===== src/rtl/alu_cdb_unit_pkg.sv =====
// Shared definitions for the ALU execution stage and its CDB result buffer.
// Holds widths, the decoder's internal opcode encoding and the buffered entry type.
// No logic; imported by alu_core and alu_cdb_unit.
package alu_cdb_unit_pkg;

  localparam int XLEN      = 32;
  localparam int ROB_W     = 4;
  localparam int OP_W      = 6;
  localparam int BUF_DEPTH = 2;

  // Tag driven on the CDB when nothing is being broadcast.
  localparam logic [ROB_W-1:0] ROBNOTRENAME = '0;

  // Decoder opcode encoding; code 0 and codes past OP_BGEU are undefined ops.
  typedef enum logic [OP_W-1:0] {
    OP_UNDEF = 6'd0,
    OP_ADD,  OP_SUB,  OP_SLL,  OP_SLT,  OP_SLTU, OP_XOR,  OP_SRL,  OP_SRA,  OP_OR,   OP_AND,
    OP_ADDI, OP_SLLI, OP_SLTI, OP_SLTIU, OP_XORI, OP_SRLI, OP_SRAI, OP_ORI, OP_ANDI,
    OP_LUI,  OP_AUIPC, OP_JAL, OP_JALR,
    OP_BEQ,  OP_BNE,  OP_BLT,  OP_BGE,  OP_BLTU, OP_BGEU
  } alu_op_e;

  typedef struct packed {
    logic [XLEN-1:0]  value;
    logic [ROB_W-1:0] rename;
    logic             jump;
    logic [XLEN-1:0]  target;
  } alu_entry_t;

endpackage


===== src/rtl/alu_core.sv =====
// Purpose: combinational RV32I integer/branch datapath, op -> {value, jump, target}.
// Latency: zero cycles (pure combinational).
// Backpressure: none; the caller decides when the result is captured.
// Ports: op_i opcode; rs1_i/rs2_i operands; imm_i immediate; pc_i instruction PC;
//        value_o result, jump_o control transfer taken, target_o next PC.
module alu_core
  import alu_cdb_unit_pkg::*;
(
  input  logic [OP_W-1:0] op_i,
  input  logic [XLEN-1:0] rs1_i,
  input  logic [XLEN-1:0] rs2_i,
  input  logic [XLEN-1:0] imm_i,
  input  logic [XLEN-1:0] pc_i,
  output logic [XLEN-1:0] value_o,
  output logic            jump_o,
  output logic [XLEN-1:0] target_o
);

  logic            is_r;
  logic [XLEN-1:0] opb;
  logic [4:0]      shamt;
  logic [XLEN-1:0] pc_plus4;
  logic [XLEN-1:0] pc_plus_imm;
  logic [XLEN-1:0] jalr_sum;
  logic            br_taken;

  // Register-register ops take rs2; everything else takes the immediate.
  always_comb begin
    is_r = 1'b0;
    case (op_i)
      OP_ADD, OP_SUB, OP_SLL, OP_SLT, OP_SLTU,
      OP_XOR, OP_SRL, OP_SRA, OP_OR, OP_AND: is_r = 1'b1;
      default:                               is_r = 1'b0;
    endcase
  end

  assign opb         = is_r ? rs2_i : imm_i;
  assign shamt       = opb[4:0];
  assign pc_plus4    = pc_i + 32'd4;
  assign pc_plus_imm = pc_i + imm_i;
  assign jalr_sum    = rs1_i + imm_i;

  always_comb begin
    br_taken = 1'b0;
    case (op_i)
      OP_BEQ:  br_taken = (rs1_i == rs2_i);
      OP_BNE:  br_taken = (rs1_i != rs2_i);
      OP_BLT:  br_taken = ($signed(rs1_i) <  $signed(rs2_i));
      OP_BGE:  br_taken = ($signed(rs1_i) >= $signed(rs2_i));
      OP_BLTU: br_taken = (rs1_i <  rs2_i);
      OP_BGEU: br_taken = (rs1_i >= rs2_i);
      default: br_taken = 1'b0;
    endcase
  end

  always_comb begin
    value_o  = '0;
    jump_o   = 1'b0;
    target_o = pc_plus4;
    case (op_i)
      OP_ADD,  OP_ADDI:  value_o = rs1_i + opb;
      OP_SUB:            value_o = rs1_i - opb;
      OP_SLL,  OP_SLLI:  value_o = rs1_i << shamt;
      OP_SRL,  OP_SRLI:  value_o = rs1_i >> shamt;
      OP_SRA,  OP_SRAI:  value_o = $signed(rs1_i) >>> shamt;
      OP_SLT,  OP_SLTI:  value_o = {{(XLEN-1){1'b0}}, ($signed(rs1_i) < $signed(opb))};
      OP_SLTU, OP_SLTIU: value_o = {{(XLEN-1){1'b0}}, (rs1_i < opb)};
      OP_XOR,  OP_XORI:  value_o = rs1_i ^ opb;
      OP_OR,   OP_ORI:   value_o = rs1_i | opb;
      OP_AND,  OP_ANDI:  value_o = rs1_i & opb;
      OP_LUI:            value_o = imm_i;
      OP_AUIPC:          value_o = pc_plus_imm;
      OP_JAL: begin
        value_o  = pc_plus4;
        jump_o   = 1'b1;
        target_o = pc_plus_imm;
      end
      OP_JALR: begin
        value_o  = pc_plus4;
        jump_o   = 1'b1;
        target_o = {jalr_sum[XLEN-1:1], 1'b0};
      end
      OP_BEQ, OP_BNE, OP_BLT, OP_BGE, OP_BLTU, OP_BGEU: begin
        jump_o   = br_taken;
        target_o = br_taken ? pc_plus_imm : pc_plus4;
      end
      // Undefined ops still produce a broadcast so the ROB can retire the tag.
      default: ;
    endcase
  end

endmodule


===== src/rtl/alu_cdb_unit.sv =====
// Purpose: ALU execution stage with a 2-entry result FIFO driving the ALU CDB broadcast.
// Latency: issue captured at edge N is broadcast in cycle N+1 when the buffer has room at its head.
// Backpressure: alu_ready drops when both entries are full; head is held until cdb_grant.
// Ports: clk/rst_n/rdy/clr control; issue_* from the RS; alu_ready to the RS;
//        cdb_grant from the arbiter; alu_broadcast/alu_cbd_value/alu_update_rename/
//        alu_jump/alu_target_pc form the CDB broadcast of the head entry.
module alu_cdb_unit
  import alu_cdb_unit_pkg::*;
(
  input  logic             clk,
  input  logic             rst_n,
  input  logic             rdy,
  input  logic             clr,
  input  logic             issue_valid,
  input  logic [ROB_W-1:0] issue_rd_rename,
  input  logic [XLEN-1:0]  issue_rs1_value,
  input  logic [XLEN-1:0]  issue_rs2_value,
  input  logic [OP_W-1:0]  issue_op,
  input  logic [XLEN-1:0]  issue_imm,
  input  logic [XLEN-1:0]  issue_pc,
  output logic             alu_ready,
  input  logic             cdb_grant,
  output logic             alu_broadcast,
  output logic [XLEN-1:0]  alu_cbd_value,
  output logic [ROB_W-1:0] alu_update_rename,
  output logic             alu_jump,
  output logic [XLEN-1:0]  alu_target_pc
);

  alu_entry_t buf_q [BUF_DEPTH];
  alu_entry_t new_entry;
  alu_entry_t head_entry;
  logic       head_q, head_d;
  logic       tail_q, tail_d;
  logic [1:0] count_q, count_d;
  logic       push, pop;

  alu_core u_core (
    .op_i     (issue_op),
    .rs1_i    (issue_rs1_value),
    .rs2_i    (issue_rs2_value),
    .imm_i    (issue_imm),
    .pc_i     (issue_pc),
    .value_o  (new_entry.value),
    .jump_o   (new_entry.jump),
    .target_o (new_entry.target)
  );
  assign new_entry.rename = issue_rd_rename;

  assign alu_ready     = (count_q != 2'd2);
  assign alu_broadcast = (count_q != 2'd0);

  // rdy gates everything, including the flush; clr beats both push and pop.
  assign push = rdy & ~clr & issue_valid & alu_ready;
  assign pop  = rdy & ~clr & alu_broadcast & cdb_grant;

  always_comb begin
    head_d  = head_q;
    tail_d  = tail_q;
    count_d = count_q;
    if (rdy && clr) begin
      head_d  = 1'b0;
      tail_d  = 1'b0;
      count_d = 2'd0;
    end else begin
      if (push) tail_d = ~tail_q;
      if (pop)  head_d = ~head_q;
      case ({push, pop})
        2'b10:   count_d = count_q + 2'd1;
        2'b01:   count_d = count_q - 2'd1;
        default: count_d = count_q;
      endcase
    end
  end

  always_ff @(posedge clk or negedge rst_n) begin
    if (!rst_n) begin
      head_q  <= 1'b0;
      tail_q  <= 1'b0;
      count_q <= 2'd0;
      for (int i = 0; i < BUF_DEPTH; i++) buf_q[i] <= '0;
    end else begin
      head_q  <= head_d;
      tail_q  <= tail_d;
      count_q <= count_d;
      if (push) buf_q[tail_q] <= new_entry;
    end
  end

  // Outputs are forced to zero while idle so stale entries never reach the CDB.
  assign head_entry        = buf_q[head_q];
  assign alu_cbd_value     = alu_broadcast ? head_entry.value  : '0;
  assign alu_update_rename = alu_broadcast ? head_entry.rename : ROBNOTRENAME;
  assign alu_jump          = alu_broadcast & head_entry.jump;
  assign alu_target_pc     = alu_broadcast ? head_entry.target : '0;

endmodule


===== config.mk =====
export PLATFORM = sky130hd
export DESIGN_NAME = alu_cdb_unit
export DESIGN_NICKNAME = d
export VERILOG_FILES = /design/src/rtl/alu_cdb_unit_pkg.sv /design/src/rtl/alu_core.sv /design/src/rtl/alu_cdb_unit.sv
export SDC_FILE = /design/constraint.sdc
export NUM_CORES = 1
export LEC_CHECK = 0
export CAP_MARGIN = 30
export CORE_MARGIN = 5
export CORE_UTILIZATION = 35
export DETAILED_ROUTE_END_ITERATION = 6
export GPL_TIMING_DRIVEN = 0
export PLACE_DENSITY = 0.55
export SYNTH_ARGS = -nofsm -noshare
export SYNTH_HDL_FRONTEND = slang
export SYNTH_SLANG_ARGS = --single-unit

===== constraint.sdc =====
create_clock -name clk -period 2.42 [get_ports clk]
set_input_delay 0.484 -clock clk [delete_from_list [all_inputs] [get_ports clk]]
set_output_delay 0.484 -clock clk [all_outputs]
set_load 0.05 [all_outputs]

==> flow_metrics.tcl, run 1 <==
set metrics [dict create \
    powerDensity_nw_per_um2 539 \
    cts.path.max_buffers 2 \
    vdd_drop_max_uv 482 \
    grt_pass1_wl_mm 207 \
    pin_count 215 \
    register_area_um2 3560 \
    synth_area_leaders "dfrtp_1 (16%), ha_1 (10%), mux2i_1 (7.2%)" \
    path_cells "buf_8, or4_4, o211ai_4, buf_6, mux2i_4, inv_2, buf_8, buf_12, clkbuf_16, ha_4, o21a_1, a21oi_2, a211o_1, a2111oi_4, buf_4, o211ai_1, buf_4, buf_6, o211ai_1, buf_4, a31oi_1, a2111o_1, mux2_4" \
    path_class "primary input to flop" \
    setup_violations 130 \
    mostFrequentLayoutCells "nand2_1 (282), nor2_1 (234), buf_4 (233)" \
    cts.clk_slew.worst_paths_ns 0.08 \
    cts_tree "built" \
    path_max_fanout 4 \
    maxSlewHeadroom 0.235 \
    drt-pass1-iter-count 6 \
    grt-ovfl-total 0 \
    hold_slack_ns 0.479 \
    fin_util 0.526 \
    synth.avg_cell_area_um2 7.59 \
    cts_root_buf "clkbuf_16" \
    synth_warnings 0 \
    finalClockSkew_ns 0.0211 \
    clock_latency_ns 0.47 \
    async_flop_share 1.00 \
    nets 3753 \
    arrival_ns 5.28 \
    vias 28395 \
    synth_flop_cell "dfrtp_1" \
    initialDrtViolationCount 3379 \
    setup_ws_ns -2.50 \
    synthToLayoutAreaGrowth_pct 49.8 \
    dieArea_um2 68000 \
    dpl.hpwl_mm 119 \
    drt.antenna.violating_nets 0 \
    crit_family "compound AO/OA/AOI/OAI gates" \
    synth_compound_area_frac 0.307 \
    antenna_found_initial 4 \
    start_util 0.351 \
    finalMaxSlewViolations 0 \
    dp_slack_ns -5.27 \
    track_usage 0.424 \
    synth_seq_cells 142 \
    die_h_um 261 \
    yosys.area_share.simple 0.180 \
    layout_commonest_cell "nand2_1" \
    setup.worst_path.start_class "primary input" \
    rsz0062_at_grt "true" \
    synth_top_area_frac 0.161 \
    maxCapViolCount 0 \
    max_slew.worst_pin.slew_ns 1.15 \
    synth_nets 3230 \
    grt_pass1_vias 27499 \
    synth_top_family_by_area "compound AO/OA/AOI/OAI gates" \
    core_um2 62700 \
    synthXorXnorAreaFrac 0.0418 \
    fmax_mhz 203 \
    drive_above_1_share 0.352 \
    cts_made_buffers 17 \
    p_leak_nw 13.8 \
    synth_edf_count 0 \
    wirelength_mm 152 \
    end_kind "flop" \
    cp_slowest_cell "or4_4" \
    crit_buf_inv 10 \
    synth_top_cell_by_area "dfrtp_1" \
    hold_viol 0 \
    cts.sinks 142 \
    wl_per_cell_um 35.5 \
    gp_congestion 1.14 \
    ys_seq_area_frac 0.161 \
    period_share 2.03 \
    hp-class "flop to flop" \
    synth.area.mux_share 0.137 \
    cp_slowest_stage_delay_ns 0.56 \
    fill_cells 5865 \
    fp-row-count 92 \
    crit_top_cell "buf_4" \
    syn_inst 2899 \
    period_needed_ns 4.92 \
    avgViaCountPerCell 6.62 \
    h-tree-depth 4 \
    port_buffers 212 \
    multi_input_area_um2 20900 \
    grt_max_degree 100 \
    drc 0 \
    cp.required_ns 2.78 \
    die_x_um 261 \
    outcome "finished, violations left" \
    synth_adder_area_share 0.107 \
    ys_types 102 \
    netlist_area_um2 22000 \
    violations "negative setup slack" \
]
[synthesized netlist by cell type (26+ instances only)]
| library cell | count |
|---|---|
| a211oi_1 | 63 |
| a21o_1 | 49 |
| a21oi_1 | 208 |
| a221oi_1 | 30 |
| a22oi_1 | 41 |
| a31oi_1 | 47 |
| buf_2 | 35 |
| clkbuf_1 | 126 |
| dfrtp_1 | 142 |
| ha_1 | 184 |
| inv_1 | 158 |
| mux2_2 | 93 |
| mux2i_1 | 158 |
| nand2_1 | 293 |
| nand3_1 | 60 |
| nand4_1 | 30 |
| nor2_1 | 249 |
| nor3_1 | 63 |
| o211ai_1 | 38 |
| o21ai_0 | 204 |
| o221ai_1 | 45 |
| o22ai_1 | 26 |
| xnor2_1 | 67 |
| xor2_1 | 38 |
[final timing paths]
kind	start	end	slack (ns)	depth (start not counted)
min in group asynchronous	rst_n	buf_q[4]$_DFFE_PN0P_	0.53	2
hold / removal	buf_q[35]$_DFFE_PN0P_	buf_q[35]$_DFFE_PN0P_	0.48	2
setup reg to reg	count_q[0]$_DFFE_PN0P_	buf_q[92]$_DFFE_PN0P_	-0.15	6
hold reg to reg	buf_q[35]$_DFFE_PN0P_	buf_q[35]$_DFFE_PN0P_	0.48	2
setup / recovery	issue_op[1]	buf_q[62]$_DFFE_PN0P_	-2.50	23
max in group asynchronous	rst_n	buf_q[123]$_DFFE_PN0P_	1.01	3
[what timing repair did]
| item | in CTS | in global routing |
|---|---|---|
| gates cloned | 1 | 1 |
| pin swaps | 151 | 160 |
| setup buffers | 185 | 94 |
| hold endpoints to repair | 43 | 0 |
| setup endpoints to repair | 209 | 209 |
| hold buffers | 1 | 0 |
| gates resized for setup | 864 | 606 |
[sequential cells by signal, summed over array words and instances (netlist names)]
signal / cells
head_q: 1
tail_q: 1
count_q: 2
buf_q: 138
[worst register-to-register path: stages (launching register included)]
cell	delay, ns
dfrtp_2	0.43
nand2b_1	0.12
clkbuf_1	0.24
nand3_1	0.25
nor2_4	0.33
clkbuf_1	0.71
mux2_4	0.36
[cells by family after synthesis]
group,Yosys count
compound gates,986
flops,142
fa+ha+maj,187
buf+inv,356
simple gates,854
mux,269
xor+xnor,105
[per-layer routing]
metal / track usage / vias to the layer above / routed length (um)
met3: 0.110 / 608 / 14600
met2: 0.660 / 1846 / 66600
met1: 0.510 / 13992 / 57100
li1: - / 11947 / -
met5: 0 / - / 12
met4: 0.300 / 2 / 13800
[power by group]
group	switching, W	internal (W)	leakage (nW)
Combinational	0.00676	0.00447	11.7
Clock	0.00131	0.00158	0.303
Sequential	0.000487	0.00317	1.78
Total	0.00856	0.00922	13.8
[per-stage QoR]
stage | total power (W) | setup TNS [ns] | instances | instance area (um^2)
5_1_grt | 0.0184 | -207.08 | 4285 | 33000
2_1_floorplan | 0.00921 | -153.00 | 2899 | 23100
3_3_place_gp | 0.0125 | -1240.29 | 3957 | 26200
4_1_cts | 0.0169 | -240.85 | 4193 | 31200
6_report | 0.0178 | -200.66 | 4290 | 33000
3_5_place_dp | 0.0126 | -539.18 | 3980 | 26500
[final cells by class]
| cell class | instances | share of cell area |
|---|---|---|
| Tap cell | 846 | 0.0321 |
| Multi-Input combinational cell | 2401 | 0.634 |
| Clock buffer | 18 | 0.0130 |
| Clock inverter | 14 | 0.00562 |
| Antenna cell | 9 | 0.000683 |
| Timing Repair Buffer | 516 | 0.138 |
| Buffer | 182 | 0.0490 |
| Sequential cell | 142 | 0.108 |
| Inverter | 162 | 0.0195 |
Note: power is estimated with default switching activity, not from simulation.
==> inputs of run 2 (changes only) <==
--- a/config.mk
+++ b/config.mk
@@ -10,7 +10,8 @@
 export CORE_UTILIZATION = 35
 export DETAILED_ROUTE_END_ITERATION = 6
 export GPL_TIMING_DRIVEN = 0
-export PLACE_DENSITY = 0.55
+export PLACE_DENSITY = 0.57
+export REMOVE_ABC_BUFFERS = 1
 export SYNTH_ARGS = -nofsm -noshare
 export SYNTH_HDL_FRONTEND = slang
 export SYNTH_SLANG_ARGS = --single-unit
==> constraint.sdc (replaced) <==
create_clock -name clk -period 4 [get_ports clk]
set_input_delay 0.8 -clock clk [delete_from_list [all_inputs] [get_ports clk]]
set_output_delay 0.8 -clock clk [all_outputs]
set_load 0.05 [all_outputs]
==> run 2 against run 1 <==
Effect of this change: the flow finishes with violations (design-rule violations, negative setup slack); non-clock buffer count decreased by 201; worst hold slack got worse by 0.22 ns; clock power decreased by 42%; utilization decreased by 2.7 points; via count decreased by 5.4%; critical path depth increased by 4; total power decreased by 44%; largest cell class unchanged; largest power group unchanged.
==> flow_metrics.tcl, run 2 (synthesis results as in run 1) <==
set metrics [dict create \
    cts_root_buf "clkbuf_16" \
    largest-register "buf_q" \
    regToRegSetupSlack_ns 1.66 \
    port_buffers 214 \
    drt-pass1-iter-count 7 \
    grt_pass1_vias 25708 \
    gp_congestion 0.995 \
    pin_count 215 \
    setup_ws_ns -1.11 \
    hp-class "primary input to asynchronous set/reset pin" \
    path_class "primary input to flop" \
    finalClockSkew_ns 0.0137 \
    drt.antenna.violating_nets 0 \
    avgViaCountPerCell 6.56 \
    cp.required_ns 4.39 \
    arrival_ns 5.50 \
    vdd_drop_max_uv 361 \
    finalMaxSlewViolations 0 \
    cts_tree "built" \
    cts_hold_buf 0 \
    period_share 1.28 \
    cts_made_buffers 17 \
    period_needed_ns 5.11 \
    setup.worst_path.start_class "primary input" \
    setup_violations 67 \
    violations "design-rule violations, negative setup slack" \
    dpl.hpwl_mm 91.9 \
    h-tree-depth 4 \
    placed_area_um2 25500 \
    fin_area_um2 31300 \
    wl_per_cell_um 31.2 \
    outcome "finished, violations left" \
    grt-ovfl-total 0 \
    track_usage 0.356 \
    maxSlewHeadroom 0.276 \
    hold_slack_ns 0.263 \
    cts.path.max_buffers 2 \
    fp-row-count 92 \
    r2r-start "count_q[0]$_DFFE_PN0P_" \
    start_util 0.351 \
    cts.sinks 142 \
    worstSetupEndpoint "buf_q[46]$_DFFE_PN0P_" \
    grt_max_degree 79 \
    reg2regPathDepth 7 \
    drc 3 \
    synthToLayoutAreaGrowth_pct 42.1 \
    clock_latency_ns 0.51 \
    cts.clk_slew.worst_paths_ns 0.07 \
    initialDrtViolationCount 3350 \
    fin_util 0.499 \
    maxCapViolCount 0 \
    dieArea_um2 68000 \
    antenna_found_initial 2 \
    drive_above_1_share 0.279 \
    max_slew.worst_pin.slew_ns 1.09 \
    p_leak_nw 12.7 \
    largest_registers "buf_q x138, count_q x2" \
    core_um2 62700 \
    dp_slack_ns -4.82 \
    r2r_end "buf_q[37]$_DFFE_PN0P_" \
    fmax_mhz 196 \
    powerDensity_nw_per_um2 319 \
    startpoint "issue_op[3]" \
    layout_commonest_cell "nand2_1" \
    hold_viol 0 \
    grt_pass1_wl_mm 179 \
    rsz0062_at_grt "true" \
    vias 26859 \
    die_x_um 261 \
    finalPower_w 0.00996 \
    path_max_fanout 6 \
    wirelength_mm 128 \
    die_h_um 261 \
    largest_reg_flops 138 \
    end_kind "flop" \
    nets 3565 \
    mostFrequentLayoutCells "nand2_1 (281), nor2_1 (240), a21oi_1 (171), buf_4 (171), mux2i_1 (151)" \
]
==> run 2: cell types whose count changed in the layout (fill, tap and decap cells not counted), sizes merged, moves of 5 or more <==
cell,before,now
buf,428,299
dlygate4sd2,29,10
clkdlybuf4s15,7,12
clkbuf,202,32
clkdlybuf4s50,30,136
a21o,50,55
diode,9,1
==> run 2: critical path, stage by stage <==
cell      delay, ns
buf_12         0.10
buf_16         0.12
or4_4          0.56
o211ai_4       0.20
buf_12         0.17
buf_12         0.14
a21o_4         0.18
ha_4           0.22
a211o_1        0.34
a21oi_4        0.22
buf_4          0.16
buf_6          0.09
buf_6          0.09
buf_6          0.08
buf_6          0.08
buf_6          0.08
buf_6          0.08
buf_6          0.08
buf_6          0.08
buf_6          0.10
a21oi_4        0.06
nand2_1        0.08
nand2_2        0.06
a211o_1        0.28
a41oi_2        0.37
o211ai_1       0.31
mux2_4         0.36
==> run 2: worst min-delay path by stage <==
stage / to / slack, ns
2_1_floorplan: buf_q[102]$_DFFE_PN0P_ / 0.44
3_3_place_gp: buf_q[102]$_DFFE_PN0P_ / 0.46
3_5_place_dp: buf_q[105]$_DFFE_PN0P_ / 0.47
4_1_cts: buf_q[80]$_DFFE_PN0P_ / 0.29
5_1_grt: buf_q[80]$_DFFE_PN0P_ / 0.33
6_report: buf_q[80]$_DFFE_PN0P_ / 0.26
==> run 2: cell type report <==
cell class,instances,area [um^2]
antenna,1,2.50
timing repair buffer,497,5170
tap,846,1060
multi-input combinational,2408,20200
fill,5961,31500
clock inverter,15,150
sequential,142,3560
clock buffer,17,425
inverter,162,694
timing repair inverter,6,47.5
==> run 2: layer usage <==
layer | global-route usage | wire [um] | vias to the layer above
li1 | - | - | 11574
met3 | 0.0895 | 13700 | 391
met5 | 0 | 13 | -
met4 | 0.173 | 7850 | 2
met1 | 0.466 | 50700 | 13201
met2 | 0.547 | 55300 | 1691
==> run 2: stage by stage <==
step	std cells	setup TNS (ns)
final	4094	-42.34
after global routing	4093	-45.60
after CTS	4026	-29.84
after detailed placement	3829	-405.17
after global placement	3765	-1723.15
after floorplan	2705	-231.67
==> run 2: timing repair <==
action / 4_1_cts / 5_1_grt
pin swaps: 123 / 130
setup endpoints to repair: 130 / 128
setup buffers: 145 / 78
resized for setup: 595 / 340
gates cloned: 20 / 1
==> run 2: power by group <==
part / leakage (nW) / switching, W / total (W) / internal [W]
clock: 0.276 / 0.000798 / 0.00167 / 0.000873
sequential: 1.78 / 0.000302 / 0.00222 / 0.00192
combinational: 10.6 / 0.00358 / 0.00607 / 0.00249
total: 12.7 / 0.00468 / 0.00996 / 0.00528
==> variant: new RTL, flow settings as in run 1 <==
Change the package constant `ROB_W` from 4 to 6.
--- a/src/rtl/alu_cdb_unit_pkg.sv
+++ b/src/rtl/alu_cdb_unit_pkg.sv
@@ -4,7 +4,7 @@
 package alu_cdb_unit_pkg;
 
   localparam int XLEN      = 32;
-  localparam int ROB_W     = 4;
+  localparam int ROB_W     = 6;
   localparam int OP_W      = 6;
   localparam int BUF_DEPTH = 2;
 
Ports: changed (resized alu_update_rename and issue_rd_rename); port bits go from 215 to 219. No check against the original RTL was run, so the function may have changed too.
==> variant against run 1 <==
  * The flow finishes with violations (DRC, setup timing)
  * Worst hold slack improved by 0.0014 ns
  * Area after synthesis is 0.53% higher
  * Total power is 0.26% higher
  * Maximum frequency rose by 4.2%
  * Count of clock-buffer cells in the layout shrank 1
  * First-iteration DRC count up 9.9%
  * Clock power down 2%
  * Wire length fell by 3.5%
  * Synthesized cell count is 0.48% higher
  * Setup slack better by 0.20 ns
  * Sequential cell count up 4
  * Cell area decreased by 1.2%
  * Sequential power rose by 2%
  * Critical endpoint is now buf_q[61]
  * Largest power group unchanged
  * Highest routed layer unchanged
==> variant: results (changes against run 1) <==
Slew Limit Headroom 0.215 (-0.0197); first drt pass iteration count 7 (+1); Nets 3,700 (-1.4%); Sw Pwr 8.62 mW (+0.67%); status complete, but fails checks; worst path arrival time 5.06 ns (-0.22 ns); wire per inst 34.7 um (-2.1%); failing checks DRC, setup timing; clk_skew 0.0227 ns (+0.00160 ns); pre-CTS WS -4.46 ns (+0.803 ns); layout cells sized above 1 0.334 (-0.0179); first-pass GRT wire length 203 mm (-2.0%); Non-Filler Instances 4,227 (-1.5%); worst reg-to-reg setup slack -0.29 ns (-0.14 ns); Synth Area in Adders 0.107 (-0.000570); DP Cell Count 4,000 (+0.50%); register area share after synthesis 0.165 (+0.00366); initial antenna violation count 5 (+1); Fin Setup TNS -200.20 ns (+0.460 ns); Worst Setup EP buf_q[61]; syn nets 3,246 (+0.50%); most frequent cells after synthesis nand2_1, nor2_1, a21oi_1; Final Setup Violations 130 (unchanged); drc violations 12 (+12); Placed Area 26,200 um2 (-1.3%); number of global-route vias before repair 27,399 (-0.36%); synth unique cells 89 (-13%); post-layout worst setup margin -2.30 ns (+0.198 ns); post-synthesis compound-gate area fraction 0.276 (-0.0303); Reg2Reg Depth 5 (-1); Gate Count Post-Synth 2,913 (+0.48%); post-DP HPWL 114 mm (-4.3%); cell family with most CP delay buffers and inverters; Largest regs buf_q: 142 flops, count_q: 2 flops; top cells by area, synth dfrtp_1, ha_1, mux2i_1
variant: changes by cell type in the layout (fill, tap and decap cells not counted), sizes merged, moves of 18 or more:
| cell | delta |
|---|---|
| clkbuf | -53 |
| buf | -40 |
| nand3 | +28 |
| mux2 | +18 |
| a211oi | -18 |
| dlymetal6s2s | -18 |
| mux2i | +43 |
variant: worst min-delay path by stage:
| stage | slack (ns) | to | cells after the start | from |
|---|---|---|---|---|
| detailed placement | 0.45 | buf_q[56] | 1 | rst_n |
| CTS | 0.48 | buf_q[35] | 2 | buf_q[35] |
| floorplan | 0.19 | buf_q[0] | 0 | rst_n |
| global placement | 0.46 | buf_q[108] | 2 | buf_q[108] |
| finish | 0.48 | buf_q[36] | 2 | buf_q[36] |
| global route | 0.50 | buf_q[104] | 2 | buf_q[104] |
variant: area by class of cell:
type                       count  area [um2]
sequential                   146        3650
clock inverter                15         185
timing repair buffer         449        3920
fill                        5922       30300
buffer                       175        1550
clock buffer                  17         425
inverter                     152         601
multi-input combinational   2426       21200
antenna                        1        2.50
tap                          846        1060
variant: stage by stage:
step	util	power [mW]	hold WS (ns)
floorplan	-	9.09	0.188
global placement	0.413	12.3	0.457
detailed placement	0.417	12.5	0.451
CTS	0.494	16.8	0.480
global route	0.518	18.5	0.495
finish	0.518	17.8	0.481
variant: power groups by stage:
stage | sequential (mW) | combinational [mW] | clock, mW
after floorplan | 3.59 | 5.50 | 0
after global placement | 3.66 | 8.66 | 0
after detailed placement | 3.72 | 8.78 | 0
after CTS | 3.69 | 10.3 | 2.86
after global routing | 3.81 | 11.7 | 2.96
final | 3.73 | 11.3 | 2.82
variant: metal layers:
layer / share of wire / GRT usage
met3: 0.12 / 0.134
met5: 0.0012 / 0.0121
met1: 0.40 / 0.529
met2: 0.41 / 0.601
met4: 0.075 / 0.226
